## config.mk

```make
export PLATFORM = sky130hd
export DESIGN_NAME = alu_operand_sequencer
export DESIGN_NICKNAME = d
export VERILOG_FILES = /design/src/rtl/alu_operand_sequencer.sv
export SDC_FILE = /design/constraint.sdc
export NUM_CORES = 1
export LEC_CHECK = 0
export ABC_AREA = 1
export CAP_MARGIN = 0
export CORE_ASPECT_RATIO = 0.75
export CORE_MARGIN = 1.5
export CORE_UTILIZATION = 45
export DETAILED_ROUTE_END_ITERATION = 12
export GPL_ROUTABILITY_DRIVEN = 0
export HOLD_SLACK_MARGIN = 0.05
export PLACE_DENSITY = 0.84
export SKIP_LAST_GASP = 1
export SYNTH_ARGS = -nofsm -noshare
export SYNTH_HDL_FRONTEND = slang
export SYNTH_SLANG_ARGS = --single-unit
```

## constraint.sdc

```tcl
create_clock -name CLK -period 2.09 [get_ports CLK]
set_input_delay 0.418 -clock CLK [delete_from_list [all_inputs] [get_ports CLK]]
set_output_delay 0.418 -clock CLK [all_outputs]
set_load 0.01 [all_outputs]
```

## src/rtl/alu_operand_sequencer.sv

```systemverilog
// rtl/alu_operand_sequencer.sv - sequences ADD operand fetches over one memory port
// Optional result writeback to REGISTER1 is enabled by defining ALU_SEQ_WRITEBACK_EN.
module alu_operand_sequencer #(
    parameter logic [15:0] REG_BASE = 16'h0000
) (
    input  logic        CLK,
    input  logic        RESET,
    input  logic        START,
    input  logic [1:0]  ALUK,
    input  logic [1:0]  SR2SEL,
    input  logic [2:0]  REGISTER1,
    input  logic [2:0]  REGISTER2,
    input  logic [7:0]  DATA,
    input  logic [6:0]  ADDRESS,
    output logic [15:0] MEM_ADDR,
    output logic        MEM_RD,
    input  logic [15:0] MEM_RDATA,
    output logic        MEM_WR,
    output logic [15:0] MEM_WDATA,
    output logic [15:0] SR1OUT,
    output logic [15:0] SR2OUT,
    output logic [15:0] ANSWER,
    output logic        CARRY,
    output logic        BUSY,
    output logic        DONE,
    output logic        ERR
);

    typedef enum logic [2:0] {
        IDLE = 3'd0,
        RD1  = 3'd1,
        RD2  = 3'd2,
        RD3  = 3'd3,
        RD4  = 3'd4,
        EXEC = 3'd5,
        WB   = 3'd6,
        FIN  = 3'd7
    } state_t;

    localparam logic [1:0] ALUK_ADD = 2'b11;
    localparam logic [1:0] MODE_REG = 2'b00;
    localparam logic [1:0] MODE_IMM = 2'b01;
    localparam logic [1:0] MODE_DIR = 2'b10;
    localparam logic [1:0] MODE_IND = 2'b11;

    state_t      state_q, state_d;
    logic [1:0]  mode_q, mode_d;
    logic [2:0]  r1_q, r1_d;
    logic [2:0]  r2_q, r2_d;
    logic [7:0]  data_q, data_d;
    logic [6:0]  addr_q, addr_d;
    logic [15:0] sr1_q, sr1_d;
    logic [15:0] sr2_q, sr2_d;
    logic [15:0] ans_q, ans_d;
    logic        carry_q, carry_d;
    logic        err_q, err_d;

    logic        mem_rd;
    logic [15:0] mem_addr;
    logic        busy;
    logic        done;
`ifdef ALU_SEQ_WRITEBACK_EN
    logic        mem_wr;
    logic [15:0] mem_wdata;
`endif

    always_ff @(posedge CLK) begin
        if (RESET) begin
            state_q <= IDLE;
            mode_q  <= 2'b00;
            r1_q    <= 3'd0;
            r2_q    <= 3'd0;
            data_q  <= 8'h00;
            addr_q  <= 7'h00;
            sr1_q   <= 16'h0000;
            sr2_q   <= 16'h0000;
            ans_q   <= 16'h0000;
            carry_q <= 1'b0;
            err_q   <= 1'b0;
        end else begin
            state_q <= state_d;
            mode_q  <= mode_d;
            r1_q    <= r1_d;
            r2_q    <= r2_d;
            data_q  <= data_d;
            addr_q  <= addr_d;
            sr1_q   <= sr1_d;
            sr2_q   <= sr2_d;
            ans_q   <= ans_d;
            carry_q <= carry_d;
            err_q   <= err_d;
        end
    end

    always_comb begin
        state_d  = state_q;
        mode_d   = mode_q;
        r1_d     = r1_q;
        r2_d     = r2_q;
        data_d   = data_q;
        addr_d   = addr_q;
        sr1_d    = sr1_q;
        sr2_d    = sr2_q;
        ans_d    = ans_q;
        carry_d  = carry_q;
        err_d    = 1'b0;
        mem_rd   = 1'b0;
        mem_addr = 16'h0000;
        busy     = (state_q != IDLE);
        done     = 1'b0;
`ifdef ALU_SEQ_WRITEBACK_EN
        mem_wr    = 1'b0;
        mem_wdata = 16'h0000;
`endif

        case (state_q)
            IDLE: begin
                if (START) begin
                    if (ALUK == ALUK_ADD) begin
                        mode_d  = SR2SEL;
                        r1_d    = REGISTER1;
                        r2_d    = REGISTER2;
                        data_d  = DATA;
                        addr_d  = ADDRESS;
                        state_d = RD1;
                    end else begin
                        err_d = 1'b1;
                    end
                end
            end
            RD1: begin
                mem_rd   = 1'b1;
                mem_addr = REG_BASE + {13'd0, r1_q};
                state_d  = RD2;
            end
            RD2: begin
                sr1_d = MEM_RDATA;
                case (mode_q)
                    MODE_IMM: begin
                        sr2_d   = {8'h00, data_q};
                        state_d = EXEC;
                    end
                    MODE_REG: begin
                        mem_rd   = 1'b1;
                        mem_addr = REG_BASE + {13'd0, r2_q};
                        state_d  = RD3;
                    end
                    MODE_DIR: begin
                        mem_rd   = 1'b1;
                        mem_addr = {9'h000, addr_q};
                        state_d  = RD3;
                    end
                    default: begin
                        // Indirect pointers may only live in R0 or R1.
                        mem_rd   = 1'b1;
                        mem_addr = REG_BASE + {15'd0, r2_q[0]};
                        state_d  = RD3;
                    end
                endcase
            end
            RD3: begin
                if (mode_q == MODE_IND) begin
                    mem_rd   = 1'b1;
                    mem_addr = MEM_RDATA;
                    state_d  = RD4;
                end else begin
                    sr2_d   = MEM_RDATA;
                    state_d = EXEC;
                end
            end
            RD4: begin
                sr2_d   = MEM_RDATA;
                state_d = EXEC;
            end
            EXEC: begin
                {carry_d, ans_d} = {1'b0, sr1_q} + {1'b0, sr2_q};
`ifdef ALU_SEQ_WRITEBACK_EN
                state_d = WB;
`else
                state_d = FIN;
`endif
            end
`ifdef ALU_SEQ_WRITEBACK_EN
            WB: begin
                mem_wr    = 1'b1;
                mem_addr  = REG_BASE + {13'd0, r1_q};
                mem_wdata = ans_q;
                state_d   = FIN;
            end
`endif
            FIN: begin
                done    = 1'b1;
                state_d = IDLE;
            end
            default: begin
                state_d = IDLE;
            end
        endcase
    end

    assign MEM_RD   = mem_rd;
    assign MEM_ADDR = mem_addr;
    assign SR1OUT   = sr1_q;
    assign SR2OUT   = sr2_q;
    assign ANSWER   = ans_q;
    assign CARRY    = carry_q;
    assign BUSY     = busy;
    assign DONE     = done;
    assign ERR      = err_q;
`ifdef ALU_SEQ_WRITEBACK_EN
    assign MEM_WR    = mem_wr;
    assign MEM_WDATA = mem_wdata;
`else
    assign MEM_WR    = 1'b0;
    assign MEM_WDATA = 16'h0000;
`endif

endmodule

```

# Yosys cells after proc, flatten, opt, wreduce, memory -nomap -nowiden

Index checks and enable logic that the tools add are counted.

$mul: 0
Add/subtract/negate cells: 1
Shift operators: 0
Reductions and logical operators: 8
Bitwise gates (word level): 2
Div/mod/pow operators: 0
Multiplexer cells: 16
Equal/unequal tests: 14
Order comparisons: 0

Operators with widths:

| operator           | count |
|---|---|
| $pmux 16 s3        | 2 |
| $mux 16            | 3 |
| $pmux 7 s3         | 1 |
| $pmux 3 s6         | 1 |
| $add 16x16->17     | 1 |
| $eq 3x3->1 const B | 3 |
| $mux 3             | 3 |
| $ne 2x2->1 const B | 4 |
| $eq 2x2->1 const B | 3 |
| $eq 3x2->1 const B | 2 |
| $reduce_and 3->1   | 2 |
| $reduce_bool 3->1  | 2 |
| $mux 1             | 5 |
| $eq 3x1->1 const B | 1 |
| $logic_not 3->1    | 1 |
| $pmux 1 s3         | 1 |
| $reduce_or 3->1    | 1 |
| $eq 2x1->1 const B | 1 |
| $logic_not 2->1    | 1 |
| $not 1->1          | 2 |
| $reduce_and 2->1   | 1 |

Bits in registers: 76
Input port bits: 44
Bits in read-only memories: 0
Latch bits: 0
Logic and storage cells: 52
Memories: 0
Memory bits (writable): 0
Output and inout port bits: 86

# Longest topological paths before layout

Depth in word-level cells: 4
Depth in mapped cells: 12
Mapped depth without buffers: 12

# Least setup slack after synthesis

No wires, ideal clock.

Path type: reg-to-reg
Start: reg sr1_q[0] (netlist: SR1OUT[0])
End: reg ans_q[8] (netlist: ANSWER[8])
Data arrival time: 1.588 ns
Stages on the path, launching flop included: 12
Data required time: 1.981 ns
Clock period less this slack: 1.697 ns
Setup time: 0.109 ns
Setup slack: 0.393 ns
Path buffers: 0
Cell sequence: dfxtp_1 > ha_1 > fa_1 > nand2_1 > nand2_1 > and2_1 > nand2_1 > nand2_1 > xnor2_1 > nand2_1 > nand2_1 > inv_1

Cells in the longest elaborated chain, start to end: 1

Ends and longest elaborated chain:

| element                | RTL line | RTL |
|---|---|---|
| start, declared        | 52       | `logic [15:0] sr1_q, sr1_d;` |
| start signal, assigned | 87       | `sr1_q <= sr1_d;` |
| $add 16x16->17         | 176      | `{carry_d, ans_d} = {1'b0, sr1_q} + {1'b0, sr2_q};` |
| end signal, assigned   | 89       | `ans_q <= ans_d;` |
| end, declared          | 54       | `logic [15:0] ans_q, ans_d;` |

No other way between the ends.
A chain may end at the register's enable or synchronous reset.

# Worst setup path after layout

Start: reg state_q[2]
End: out MEM_ADDR[4]

Cells in the longest elaborated chain, start to end: 2
Elaborated cells between the ends (all ways): 4
Classes of those cells: 3 x eq/ne; 1 x mux

Ends and longest elaborated chain:

| element                                  | RTL line | RTL |
|---|---|---|
| start, declared                          | 46       | `state_t state_q, state_d;` |
| start signal, assigned                   | 81       | `state_q <= state_d;` |
| $eq 3x2->1 or $eq 3x1->1 (tied branches) | 116      | `case (state_q)` |
| $pmux 16 s3 (*)                          | 116      |  |
| end, declared                            | 15       | `output logic [15:0] MEM_ADDR,` |

Every way passes the cells marked *; elsewhere a longest branch is shown, timed or not.

==> flow_summary.json <==
{
  "status": "finished, final reports clean",
  "ant_nets": 0,
  "synth_top_area_cell": "dfxtp_1",
  "root_buffer": "clkbuf_16",
  "syn_area_per_cell_sq_um": 6.76,
  "grt_use_total_pct": 25.4,
  "finalHoldViolCount": 0,
  "wl_mm": 12.3,
  "worst-path-buf-inv": 4,
  "path_delay_family": "buffers and inverters",
  "place_inst": 846,
  "rsz0062_at_grt": "yes",
  "clkLatencyLatePin_ns": 0.34,
  "synth_area_sq_um": 4160,
  "crit_type": "reg2out",
  "ys_warn_count": 0,
  "power.density_nw_per_um2": 895,
  "htree_levels": 3,
  "die_w_microns": 114,
  "cts_buffers": 9,
  "first_global_vias": 4320,
  "drc": 0,
  "synth_cells": 615,
  "switching_power_w": 0.00175,
  "grt_pass1_wl_mm": 19.7,
  "slowest_stage": "dfxtp_2",
  "num_vias": 4501,
  "p_int_w": 0.00346,
  "synthTopCellsByArea": "dfxtp_1 (37%), nand2_1 (10%), nor2_1 (9.0%), o21ai_0 (7.3%), inv_1 (7.0%)",
  "crit_path_cell_trace": "inv_2 > nand2_4 > nor2_4 > nand3_2 > inv_4 > buf_4 > a22o_1 > dlygate4sd2_1",
  "grt-ovfl-total": 0,
  "worst_ep_arrival_time_ns": 1.67,
  "clockPowerShare_pct": 32.5,
  "totalNegativeSetupSlack_ns": 0,
  "grt_max_degree": 34,
  "numClockSinks": 76,
  "layout.nets": 812,
  "antenna_found_initial": 0,
  "synth.most_common_cell": "nand2_1",
  "syn_to_final_growth_pct": 40.0,
  "p_comb_share_pct": 32.2,
  "core_sq_um": 9010,
  "peakVddDrop_uv": 500,
  "port-buffer-count": 112,
  "drt-initial-drc-count": 265,
  "wire_per_inst_microns": 14.1,
  "end_kind": "output pin",
  "seq_power_share_pct": 35.2,
  "leakagePower_nw": 2.72,
  "cts_tree": "built",
  "ys_top_cells_by_count": "nand2_1 (113), nor2_1 (100), inv_1 (77)",
  "worstPathMaxFanout": 5,
  "n_antenna_cell": 0,
  "synth_ff_type": "dfxtp_1",
  "io_pins": 130,
  "via_per_inst": 5.19,
  "startpoint_type": "flip-flop",
  "clockBufferDepth": 2,
  "max_freq_mhz": 479,
  "layout-drive-gt1-share_pct": 11.8,
  "worstPathRequired_ns": 1.67,
  "synth_edf_count": 0,
  "critPathMaxStageDelay_ns": 0.33,
  "rows": 30,
  "fin_skew_ns": 0.00836,
  "synth.yosys.seq_area_share_pct": 36.6,
  "setup_violations": 0,
  "path_clk_slew_ns": 0.06,
  "swShare_pct": 33.6,
  "instances_no_fill": 868,
  "drtPass1Iterations": 5,
  "synth_top_cell_area_share_pct": 36.6,
  "drv_slew": 0,
  "initial_core_util_pct": 46.2,
  "synth-seq-cells": 76,
  "synth_cell_types": 38,
  "synthArstFlopShare_pct": 0,
  "fin_crit_ns": 2.09,
  "n_fill_cell": 787,
  "die-height_microns": 86.2,
  "dieArea_sq_um": 9830,
  "max_cap_violations": 0,
  "min_path_type": "reg2reg",
  "hpwl_mm": 9.09,
  "final_util_pct": 64.6,
  "fin_crit_sh_pct": 99.9
}
worst paths after layout:
| path | from | endpoint | slack [ns] | depth (start not counted) |
|---|---|---|---|---|
| max | state_q[2] | MEM_ADDR[4] | 0.002 | 8 |
| min | data_q[3] | data_q[3] | 0.46 | 2 |
| max reg2reg | SR1OUT[0] | ANSWER[12] | 0.15 | 11 |
| min reg2reg | data_q[3] | data_q[3] | 0.46 | 2 |
per-layer routing:
| layer | vias to the layer above | GRT usage, % | routed length (microns) |
|---|---|---|---|
| met5 | - | 0 | 0 |
| met1 | 2042 | 31.3 | 5350 |
| met2 | 212 | 43.9 | 5690 |
| li1 | 2215 | - | - |
| met3 | 32 | 5.94 | 943 |
| met4 | 0 | 9.20 | 283 |
sequential cells by signal, summed over array words and instances (netlist names):
register,flops
ANSWER,16
CARRY,1
ERR,1
SR1OUT,16
SR2OUT,16
addr_q,7
data_q,8
mode_q,2
r1_q,3
r2_q,3
state_q,3
layout by cell type, fill, tap and decap left out, types with 7 or more instances in the layout:
cell,synthesis,layout
nor3_1,11,11
conb_1,1,17
nor2_1,100,99
nand2_1,113,113
dlygate4sd2_1,0,10
clkbuf_16,0,9
clkdlybuf4s50_1,0,94
a21oi_1,36,36
dfxtp_1,76,71
o21ai_1,15,15
buf_4,19,36
nand3_1,26,26
o21ai_0,61,61
ha_1,16,16
inv_2,4,7
inv_1,77,73
kinds of logic after synthesis:
group	Yosys count	share of synthesized area, %
buffers and inverters	121	13.2
xor gates and xnor gates	4	0.843
AOI/OAI and AO/OA	128	16.7
adders and majority gates	17	5.30
and+or+nand+nor	268	27.3
other	1	0.0902
DFF	76	36.6
worst register-to-register path: stages, from the launching register on:
cell     delay (ns)
dfxtp_1        0.33
ha_1           0.26
fa_1           0.42
nand2_1        0.09
nand2_1        0.07
and2_1         0.18
nand3_1        0.12
nand3_1        0.10
nand2_1        0.07
nand3_1        0.08
nand2_1        0.08
inv_1          0.03
power groups by stage:
stage                     sequential [W]  combinational, W  clock, W
after CTS                        0.00183           0.00167   0.00172
after detailed placement         0.00185           0.00165         0
after global routing             0.00186           0.00186   0.00177
after global placement           0.00184           0.00160         0
after floorplan                  0.00186          0.000935         0
final                            0.00184           0.00168   0.00170
timing repair:
item	in CTS	in global routing
pin swaps	0	0
endpoints found under the setup margin	19	9
hold buffers	0	0
gates resized for setup	34	14
buffers inserted	2	4
final cells by class:
cell class,count,area (sq um),area share [%]
Clock inverter,7,97.6,1.68
Multi-Input combinational cell,434,2160,37.0
Sequential cell,76,1530,26.3
Inverter,81,307,5.27
Timing Repair Buffer,149,1360,23.4
Clock buffer,9,225,3.87
Tap cell,112,140,2.41
metrics by stage:
stage,instance area [sq um],hold slack (ns),setup WS (ns),total power [W]
2_1_floorplan,4220,0.430,0.393,0.00280
3_3_place_gp,5470,0.444,-0.183,0.00344
3_5_place_dp,5470,0.448,-0.164,0.00350
4_1_cts,5800,0.458,-0.193,0.00521
5_1_grt,5820,0.473,-0.0417,0.00549
6_report,5820,0.464,0.00233,0.00521
No activity file was read; power rests on OpenSTA's default activity.
